--- src/rtl/ocl_arb_pkg.sv ---
// Shared types and constants for the OCL AXI-Lite arbiter: FSM states, grant
// encoding, AXI response codes and the data word returned on a timeout.
package ocl_arb_pkg;

  typedef enum logic [2:0] {
    IDLE,
    ISSUE,
    WAIT_RSP,
    RESP_B,
    RESP_R
  } state_t;

  typedef enum logic {
    READ  = 1'b0,
    WRITE = 1'b1
  } grant_t;

  localparam logic [1:0]  RESP_OKAY    = 2'b00;
  localparam logic [1:0]  RESP_SLVERR  = 2'b10;
  localparam logic [31:0] TIMEOUT_DATA = 32'hDEAD_BEEF;

endpackage

--- src/rtl/ocl_rr_arb2.sv ---
// Two-requester round-robin arbiter (write vs read). On a tie the requester
// that did not win last time is granted; last_grant resets to READ.
module ocl_rr_arb2
  import ocl_arb_pkg::*;
(
  input  logic clk_i,
  input  logic rst_i,
  input  logic wr_req_i,
  input  logic rd_req_i,
  input  logic accept_i,
  output logic gnt_valid_o,
  output logic gnt_write_o
);

  grant_t last_grant_q, last_grant_d;

  always_comb begin
    gnt_valid_o  = wr_req_i | rd_req_i;
    gnt_write_o  = wr_req_i;
    last_grant_d = last_grant_q;
    if (wr_req_i && rd_req_i) begin
      gnt_write_o = (last_grant_q == READ);
    end
    if (accept_i && gnt_valid_o) begin
      last_grant_d = gnt_write_o ? WRITE : READ;
    end
  end

  always_ff @(posedge clk_i or posedge rst_i) begin
    if (rst_i) begin
      last_grant_q <= READ;
    end else begin
      last_grant_q <= last_grant_d;
    end
  end

endmodule

--- src/rtl/ocl_axil_arbiter.sv ---
// OCL AXI-Lite slave front end: buffers AW/W/AR, serialises one register request
// at a time and returns B/R. Optional response timeout under OCL_TIMEOUT_EN.
module ocl_axil_arbiter
  import ocl_arb_pkg::*;
#(
  parameter int ADDR_W      = 32,
  parameter int DATA_W      = 32,
  parameter int TIMEOUT_CYC = 256
) (
  input  logic                clk_main_a0,
  input  logic                rst_main,
  input  logic                sh_ocl_awvalid,
  input  logic [31:0]         sh_ocl_awaddr,
  output logic                ocl_sh_awready,
  input  logic                sh_ocl_wvalid,
  input  logic [DATA_W-1:0]   sh_ocl_wdata,
  input  logic [DATA_W/8-1:0] sh_ocl_wstrb,
  output logic                ocl_sh_wready,
  output logic                ocl_sh_bvalid,
  output logic [1:0]          ocl_sh_bresp,
  input  logic                sh_ocl_bready,
  input  logic                sh_ocl_arvalid,
  input  logic [31:0]         sh_ocl_araddr,
  output logic                ocl_sh_arready,
  output logic                ocl_sh_rvalid,
  output logic [DATA_W-1:0]   ocl_sh_rdata,
  output logic [1:0]          ocl_sh_rresp,
  input  logic                sh_ocl_rready,
  output logic                req_valid,
  output logic                req_write,
  output logic [ADDR_W-1:0]   req_addr,
  output logic [DATA_W-1:0]   req_wdata,
  output logic [DATA_W/8-1:0] req_wstrb,
  input  logic                req_ready,
  input  logic                rsp_valid,
  input  logic [DATA_W-1:0]   rsp_rdata,
  input  logic                rsp_err
);

  state_t                state_q, state_d;
  logic                  aw_full_q, w_full_q, ar_full_q;
  logic [ADDR_W-1:0]     aw_addr_q, ar_addr_q;
  logic [DATA_W-1:0]     w_data_q;
  logic [DATA_W/8-1:0]   w_strb_q;
  logic                  req_write_q;
  logic [ADDR_W-1:0]     req_addr_q;
  logic [DATA_W-1:0]     req_wdata_q;
  logic [DATA_W/8-1:0]   req_wstrb_q;
  logic [DATA_W-1:0]     rdata_q;
  logic [1:0]            resp_q;
  logic                  gnt_valid, gnt_write, b_done, r_done, rsp_take, timeout_hit;

  // Readies are gated by reset so every output reads 0 while reset is held.
  assign ocl_sh_awready = ~aw_full_q & ~rst_main;
  assign ocl_sh_wready  = ~w_full_q & ~rst_main;
  assign ocl_sh_arready = ~ar_full_q & ~rst_main;

  assign b_done = (state_q == RESP_B) & sh_ocl_bready;
  assign r_done = (state_q == RESP_R) & sh_ocl_rready;

  ocl_rr_arb2 u_rr_arb (
    .clk_i       (clk_main_a0),
    .rst_i       (rst_main),
    .wr_req_i    (aw_full_q & w_full_q),
    .rd_req_i    (ar_full_q),
    .accept_i    (state_q == IDLE),
    .gnt_valid_o (gnt_valid),
    .gnt_write_o (gnt_write)
  );

`ifdef OCL_TIMEOUT_EN
  logic [15:0] tmo_cnt_q;

  always_ff @(posedge clk_main_a0 or posedge rst_main) begin
    if (rst_main) begin
      tmo_cnt_q <= '0;
    end else if (state_q == ISSUE) begin
      tmo_cnt_q <= '0;
    end else if (state_q == WAIT_RSP) begin
      tmo_cnt_q <= tmo_cnt_q + 16'd1;
    end
  end

  assign timeout_hit = (state_q == WAIT_RSP) && (tmo_cnt_q == 16'(TIMEOUT_CYC - 1));
`else
  logic unused_timeout_cfg;
  assign unused_timeout_cfg = (TIMEOUT_CYC == 0);
  assign timeout_hit = 1'b0;
`endif

  always_comb begin
    state_d  = state_q;
    rsp_take = 1'b0;
    case (state_q)
      IDLE:     if (gnt_valid) state_d = ISSUE;
      ISSUE:    if (req_ready) state_d = WAIT_RSP;
      WAIT_RSP: begin
        if (rsp_valid || timeout_hit) begin
          rsp_take = 1'b1;
          state_d  = req_write_q ? RESP_B : RESP_R;
        end
      end
      RESP_B:   if (sh_ocl_bready) state_d = IDLE;
      RESP_R:   if (sh_ocl_rready) state_d = IDLE;
      default:  state_d = IDLE;
    endcase
  end

  always_ff @(posedge clk_main_a0 or posedge rst_main) begin
    if (rst_main) begin
      state_q <= IDLE;
    end else begin
      state_q <= state_d;
    end
  end

  // Holding registers stay full until their response handshake completes.
  always_ff @(posedge clk_main_a0 or posedge rst_main) begin
    if (rst_main) begin
      aw_full_q <= 1'b0;
      w_full_q  <= 1'b0;
      ar_full_q <= 1'b0;
      aw_addr_q <= '0;
      ar_addr_q <= '0;
      w_data_q  <= '0;
      w_strb_q  <= '0;
    end else begin
      if (sh_ocl_awvalid && ocl_sh_awready) begin
        aw_full_q <= 1'b1;
        aw_addr_q <= sh_ocl_awaddr[ADDR_W-1:0];
      end else if (b_done) begin
        aw_full_q <= 1'b0;
      end
      if (sh_ocl_wvalid && ocl_sh_wready) begin
        w_full_q <= 1'b1;
        w_data_q <= sh_ocl_wdata;
        w_strb_q <= sh_ocl_wstrb;
      end else if (b_done) begin
        w_full_q <= 1'b0;
      end
      if (sh_ocl_arvalid && ocl_sh_arready) begin
        ar_full_q <= 1'b1;
        ar_addr_q <= sh_ocl_araddr[ADDR_W-1:0];
      end else if (r_done) begin
        ar_full_q <= 1'b0;
      end
    end
  end

  // A real rsp_valid wins over a timeout landing in the same cycle.
  always_ff @(posedge clk_main_a0 or posedge rst_main) begin
    if (rst_main) begin
      req_write_q <= 1'b0;
      req_addr_q  <= '0;
      req_wdata_q <= '0;
      req_wstrb_q <= '0;
      rdata_q     <= '0;
      resp_q      <= RESP_OKAY;
    end else begin
      if (state_q == IDLE && gnt_valid) begin
        req_write_q <= gnt_write;
        req_addr_q  <= gnt_write ? aw_addr_q : ar_addr_q;
        req_wdata_q <= w_data_q;
        req_wstrb_q <= w_strb_q;
      end
      if (rsp_take) begin
        if (rsp_valid) begin
          rdata_q <= rsp_rdata;
          resp_q  <= rsp_err ? RESP_SLVERR : RESP_OKAY;
        end else begin
          rdata_q <= DATA_W'(TIMEOUT_DATA);
          resp_q  <= RESP_SLVERR;
        end
      end
    end
  end

  assign req_valid     = (state_q == ISSUE);
  assign req_write     = req_write_q;
  assign req_addr      = req_addr_q;
  assign req_wdata     = req_wdata_q;
  assign req_wstrb     = req_wstrb_q;
  assign ocl_sh_bvalid = (state_q == RESP_B);
  assign ocl_sh_bresp  = resp_q;
  assign ocl_sh_rvalid = (state_q == RESP_R);
  assign ocl_sh_rdata  = rdata_q;
  assign ocl_sh_rresp  = resp_q;

endmodule

--- config.mk ---
export PLATFORM = sky130hd
export DESIGN_NAME = ocl_axil_arbiter
export DESIGN_NICKNAME = d
export VERILOG_FILES = /design/src/rtl/ocl_arb_pkg.sv /design/src/rtl/ocl_rr_arb2.sv /design/src/rtl/ocl_axil_arbiter.sv
export SDC_FILE = /design/constraint.sdc
export NUM_CORES = 1
export LEC_CHECK = 0
export ABC_AREA = 1
export CAP_MARGIN = 0
export CORE_MARGIN = 5
export CORE_UTILIZATION = 42
export CTS_CLUSTER_DIAMETER = 50
export DETAILED_ROUTE_END_ITERATION = 10
export GPL_ROUTABILITY_DRIVEN = 1
export PLACE_DENSITY_LB_ADDON = 0.1
export SYNTH_ARGS = -nofsm -noshare
export SYNTH_HDL_FRONTEND = slang
export SYNTH_SLANG_ARGS = --single-unit
--- constraint.sdc ---
create_clock -name clk_main_a0 -period 14.7 [get_ports clk_main_a0]
set_input_delay 2.94 -clock clk_main_a0 [delete_from_list [all_inputs] [get_ports clk_main_a0]]
set_output_delay 2.94 -clock clk_main_a0 [all_outputs]
set_load 0.02 [all_outputs]
==> flow_summary.ini <==
[drt]
vias = 6117
postRouteWirelength_um = 20900
vias_per_cell = 4.73
detail-route-antenna-nets = 0
wire_per_inst_um = 16.1
drtPass1Iterations = 4
drt_iter0_drc = 209
drc = 0

[sta]
finalHoldViolations = 0
tns_ns = 0
rsz0062_at_grt = no
fmax_mhz = 134
finClkSkew_ns = 0.00873
fin_crit_sh_pct = 50.9
fin_crit_ns = 7.48
maxSlewHeadroom_pct = 23.7
worst_pin_slew_ns = 1.14
setup_violations = 0
drv_slew = 0

[die]
dieWidth_um = 149
io_pins = 253
initial_utilization_pct = 42.4
die-height_um = 149
core.rowCount = 51
dieArea_mm2 = 0.0223
core-area_mm2 = 0.0193

[logic_synthesis]
synthCells = 769
ys_ff_latch = 208
netlist_area_mm2 = 0.00817
avgSynthCellArea_um2 = 10.6
yosysWarnings = 0
synthDistinctLibCells = 19
ys_seq_area_share_pct = 63.7

[global_route]
track_usage_pct = 18.3
antenna_found_initial = 0
grt_start_max_net_pins = 134
grt.overflow.total = 0
grt_first_pass_wirelength_um = 32800
first_global_vias = 6098

[clock_network]
path_clk_slew_ns = 0.06
cts_inserted_buffers = 25
cts_tree = yes
htree_num_levels = 1
clockBufferDepth = 3
root_buffer = clkbuf_16
cts.sinks = 208
insertion_delay_ns = 0.51
post_cts_buffers = 0
cts_resized = 0
postCtsHoldBufs = 0

[worst_hold_path]
hp-class = reg2reg
min_path_cells = 2

[critical_path]
cp_slowest_cell = clkdlybuf4s50_1
cp_cell_sequence = clkdlybuf4s50_1 > nor2_1 > clkdlybuf4s50_1
worstPathBufferInverterCount = 2
ff2ff_path_depth = 6
crit_top_cell = clkdlybuf4s50_1
worst_ep_arrival_time_ns = 4.54
rrSetupSlack_ns = 12.54
crit_fanout = 4
path_depth = 3
slowest_delay_ns = 0.67
critical-path-top-delay-family = buffers and inverters
cp.required_ns = 11.76
crit_type = in2out
cp-start-kind = input pin
end_kind = output pin

[final_layout]
syn2layout_area_growth_pct = 43.5
stdcell_area_mm2 = 0.0117
n_antenna_cell = 0
final_util_pct = 60.8
layout.nets = 1153
drive_gt1_share_pct = 12.8

[placed_design]
port_buffers = 250
place_area_mm2 = 0.0109
finalWeightedCongestion = 0.799
hpwl_um = 13500

[run]
maxCapViolations = 0

[outcome]
status = completed

[power]
leakagePower_nw = 5.30
p_per_area_mw_per_mm2 = 235
power_w = 0.00275
irDropWorstVdd_uv = 130
-- worst paths after layout --
check                              start               end
setup / recovery                rst_main    ocl_sh_awready
hold / removal             req_wdata[26]     req_wdata[26]
setup reg to reg              state_q[0]  ocl_sh_rdata[17]
hold reg to reg            req_wdata[26]     req_wdata[26]
max in group asynchronous       rst_main      w_data_q[31]
min in group asynchronous       rst_main         aw_full_q
-- cells in the final DEF (no fill, tap or decap), types with 2 or more instances in the layout --
cell type,instances
inv_1,33
nor3_1,2
o21ai_1,46
clkbuf_1,8
inv_8,2
bufinv_16,3
conb_1,2
mux2_2,80
nand3_1,4
clkbuf_8,5
a21oi_1,20
nand2_1,182
nor2_1,60
dfrtp_1,208
clkdlybuf4s50_1,250
o21ai_0,80
clkbuf_16,25
buf_4,9
nor2_2,2
-- metrics by stage --
step	setup slack (ns)	hold WS, ns	instances
2_1_floorplan	6.08	0.443	770
3_3_place_gp	7.19	0.451	1249
3_5_place_dp	7.19	0.457	1249
4_1_cts	7.18	0.470	1293
5_1_grt	7.18	0.494	1293
6_report	7.22	0.466	1293
-- Yosys cell counts, drive strengths merged --
cell type  number  area share [%]
o21ai         126             7.7
inv            35             1.6
a21oi          22             1.4
clkbuf         21            0.97
buf            24             1.7
nor2           62             2.9
mux2           80              11
conb            1           0.046
nor3            2            0.12
nand3           4            0.25
dfrtp         208              64
nand2         183             8.4
nor4            1           0.077
-- cells by family (layout without fill, tap and decap cells) --
group           count (synthesis)  after routing  share of synthesized area, %
compound gates                148            148                          9.12
buf+inv                        80            338                          4.29
flops                         208            208                          63.7
mux                            80             80                          11.0
other cells                     1              2                        0.0459
simple gates                  252            252                          11.8
-- power by group --
group          internal, W  switching [W]  total (W)
sequential        0.000861       0.000137   0.000998
combinational     0.000502       0.000630    0.00113
clock             0.000392       0.000229   0.000621
total              0.00176       0.000996    0.00275
-- sequential cells by signal, indices dropped and copies added (netlist names), 3 cells and up --
register / flops
ocl_sh_rdata: 32
w_strb_q: 4
aw_addr_q: 32
req_wstrb: 4
w_data_q: 32
ar_addr_q: 32
req_addr: 32
req_wdata: 32
state_q: 3
-- worst reg2reg max path, cell delays in order (launching register included) --
cell     delay [ns]
dfrtp_1        0.45
nor2_2         0.17
nand2_1        0.66
nor2_2         0.27
buf_4          0.36
nand2_1        0.11
nand2_1        0.08
-- per-layer routing --
metal	global-route usage [%]	vias up	wire [µm]
li1	-	2990	-
met1	24.9	2938	9080
met2	29.1	161	9750
met3	5.39	28	1650
met4	4.67	0	397
met5	0	-	0
-- layout make-up --
| cell class | count | area [µm²] |
|---|---|---|
| clock buffer | 38 | 724 |
| clock inverter | 6 | 118 |
| fill | 1678 | 7560 |
| inverter | 35 | 139 |
| multi-input combinational | 482 | 2630 |
| sequential | 208 | 5200 |
| tap | 265 | 332 |
| timing repair buffer | 259 | 2570 |
No activity file was read; power rests on OpenSTA's default activity.
==> patch: new RTL, config.mk and constraints unchanged <==
Change the parameter `ADDR_W` from 32 to 28.
--- a/src/rtl/ocl_axil_arbiter.sv
+++ b/src/rtl/ocl_axil_arbiter.sv
@@ -3,7 +3,7 @@
 module ocl_axil_arbiter
   import ocl_arb_pkg::*;
 #(
-  parameter int ADDR_W      = 32,
+  parameter int ADDR_W      = 28,
   parameter int DATA_W      = 32,
   parameter int TIMEOUT_CYC = 256
 ) (
Interface: changed (resized req_addr); port bits go from 253 to 249. The function was not compared with the original's and may differ.
==> patch against the unedited design <==
- area after synthesis down 5.4%
- cell area shrank 7.3%
- wire length decreased by 8.1%
- setup slack improved by 0.018 ns
- critical path depth is the same
- critical endpoint is now ocl_sh_arready
- sequential share of layout area increased by 0.74 points
- sequential cell count fell by 12
- power is 9.8% lower
==> patch: results (changes against the unedited design) <==
stage,metric,value,unit,change
outcome,status,completed,,
cells_and_area,n_antenna_cell,0,,unchanged
clock_tree,cts_setup_buffers,0,,unchanged
clock_tree,cts.path.max_buffers,2,,-1
grt,grt_max_degree,123,,-8.2%
synthesis,synth_cell_types,22,,+3
placed_design,io_buffers,238,,-4.8%
synthesis,yosysWarnings,0,,unchanged
grt,track_usage,17.8,%,-0.52 points
synthesis,synthTopCellsByArea,"dfrtp_1 64%, mux2_2 11%, nand2_1 9.2%",,
timing,hold_violations,0,,unchanged
clock_tree,cts_resized,0,,unchanged
grt,antenna_found_initial,1,,+1
clock_tree,worstSkewPairLatency,0.42,ns,-0.09 ns
cells_and_area,fillers,1552,,-7.5%
clock_tree,cts-root-buf,clkbuf_16,,
synthesis,synth_top_cells_by_count,"196 x dfrtp_1, 190 x nand2_1, 85 x o21ai_0",,
critical_path,worstPathMaxFanout,4,,unchanged
cells_and_area,nets,1090,,-5.5%
placed_design,dpl_cell_area,10200,sq um,-5.7%
timing,clock_skew,0.0119,ns,+0.00316 ns
placed_design,dp_slack,7.23,ns,+0.0355 ns
cells_and_area,layout-drive-gt1-share,13.0,%,+0.18 points
detailed_routing,wl_per_cell,16.1,um,about the same
synthesis,synthArstFlopShare,100,%,unchanged
detailed_routing,vias,5728,,-6.4%
detailed_routing,firstDrtPassIters,4,,unchanged
synthesis,yosysSeqAreaShare,63.5,%,-0.24 points
synthesis,syn_area_per_cell,10.7,sq um,+0.47%
clock_tree,path_clk_slew,0.07,ns,
timing,slew_headroom,28.3,%,+4.6 points
synthesis,synth_top_flop_cell,dfrtp_1,,
cells_and_area,final_cells,1189,,-8.0%
grt,grt_pass1_vias,5646,,-7.4%
placed_design,dp_hpwl,12.7,mm,-6.0%
power,peakVddDrop,0.115,mV,-11%
power,cellLeakagePower,0.00494,uW,-6.9%
clock_tree,numCtsBuffers,17,,-32%
hold_path,min_path_type,flop to flop,,
detailed_routing,drt_iter0_markers,241,,+15%
placed_design,gp_congestion,0.763,,-4.6%
grt,grt_pass1_wl,30.5,mm,-7.0%
power,p_int,1560,uW,-11%
clock_tree,htreeDepth,4,,+3
-- patch: critical path, stage by stage --
cell	delay, ns
clkdlybuf4s50_1	0.60
nor2_1	0.32
clkdlybuf4s50_1	0.66
-- patch: worst paths after layout --
path | slack (ns) | start | cells after the start | end
max | 7.23 | rst_main | 3 | ocl_sh_arready
min | 0.47 | req_wdata[20]$_DFFE_PP0P_ | 2 | req_wdata[20]$_DFFE_PP0P_
max in group asynchronous | 9.91 | rst_main | 3 | req_addr[4]$_DFFE_PP0P_
min reg2reg | 0.47 | req_wdata[20]$_DFFE_PP0P_ | 2 | req_wdata[20]$_DFFE_PP0P_
min in group asynchronous | 3.24 | rst_main | 2 | w_full_q$_DFFE_PP0P_
max reg2reg | 12.52 | state_q[0]$_DFFE_PP0P_ | 6 | req_addr[27]$_DFFE_PP0P_
-- patch: power groups by stage --
stage	logic [uW]	registers, uW	clock network, uW
2_1_floorplan	499	1080	0
3_3_place_gp	1060	941	0
3_5_place_dp	1080	951	0
4_1_cts	1080	943	493
5_1_grt	1170	975	516
6_report	1060	941	480
-- patch: cell families after synthesis --
family	synth area share (%)
muxes	11.4
and+or+nand+nor	12.3
AOI/OAI and AO/OA	8.49
other	0.0486
buffers and inverters	4.24
DFF	63.5
-- patch: cell type report --
| class | instances | area, sq um | area share [%] |
|---|---|---|---|
| clock buffer | 19 | 443 | 4.08 |
| clock inverter | 12 | 166 | 1.53 |
| inverter | 29 | 116 | 1.07 |
| multi-input combinational | 458 | 2500 | 23.0 |
| sequential | 196 | 4900 | 45.2 |
| tap | 229 | 287 | 2.64 |
| timing repair buffer | 246 | 2440 | 22.5 |
-- patch: layer usage --
layer,vias up,wire (um),GRT usage (%)
met5,-,20,0
met4,2,342,5.41
met3,25,1200,5.17
met2,164,9190,28.9
met1,2740,8440,23.3
li1,2797,-,-
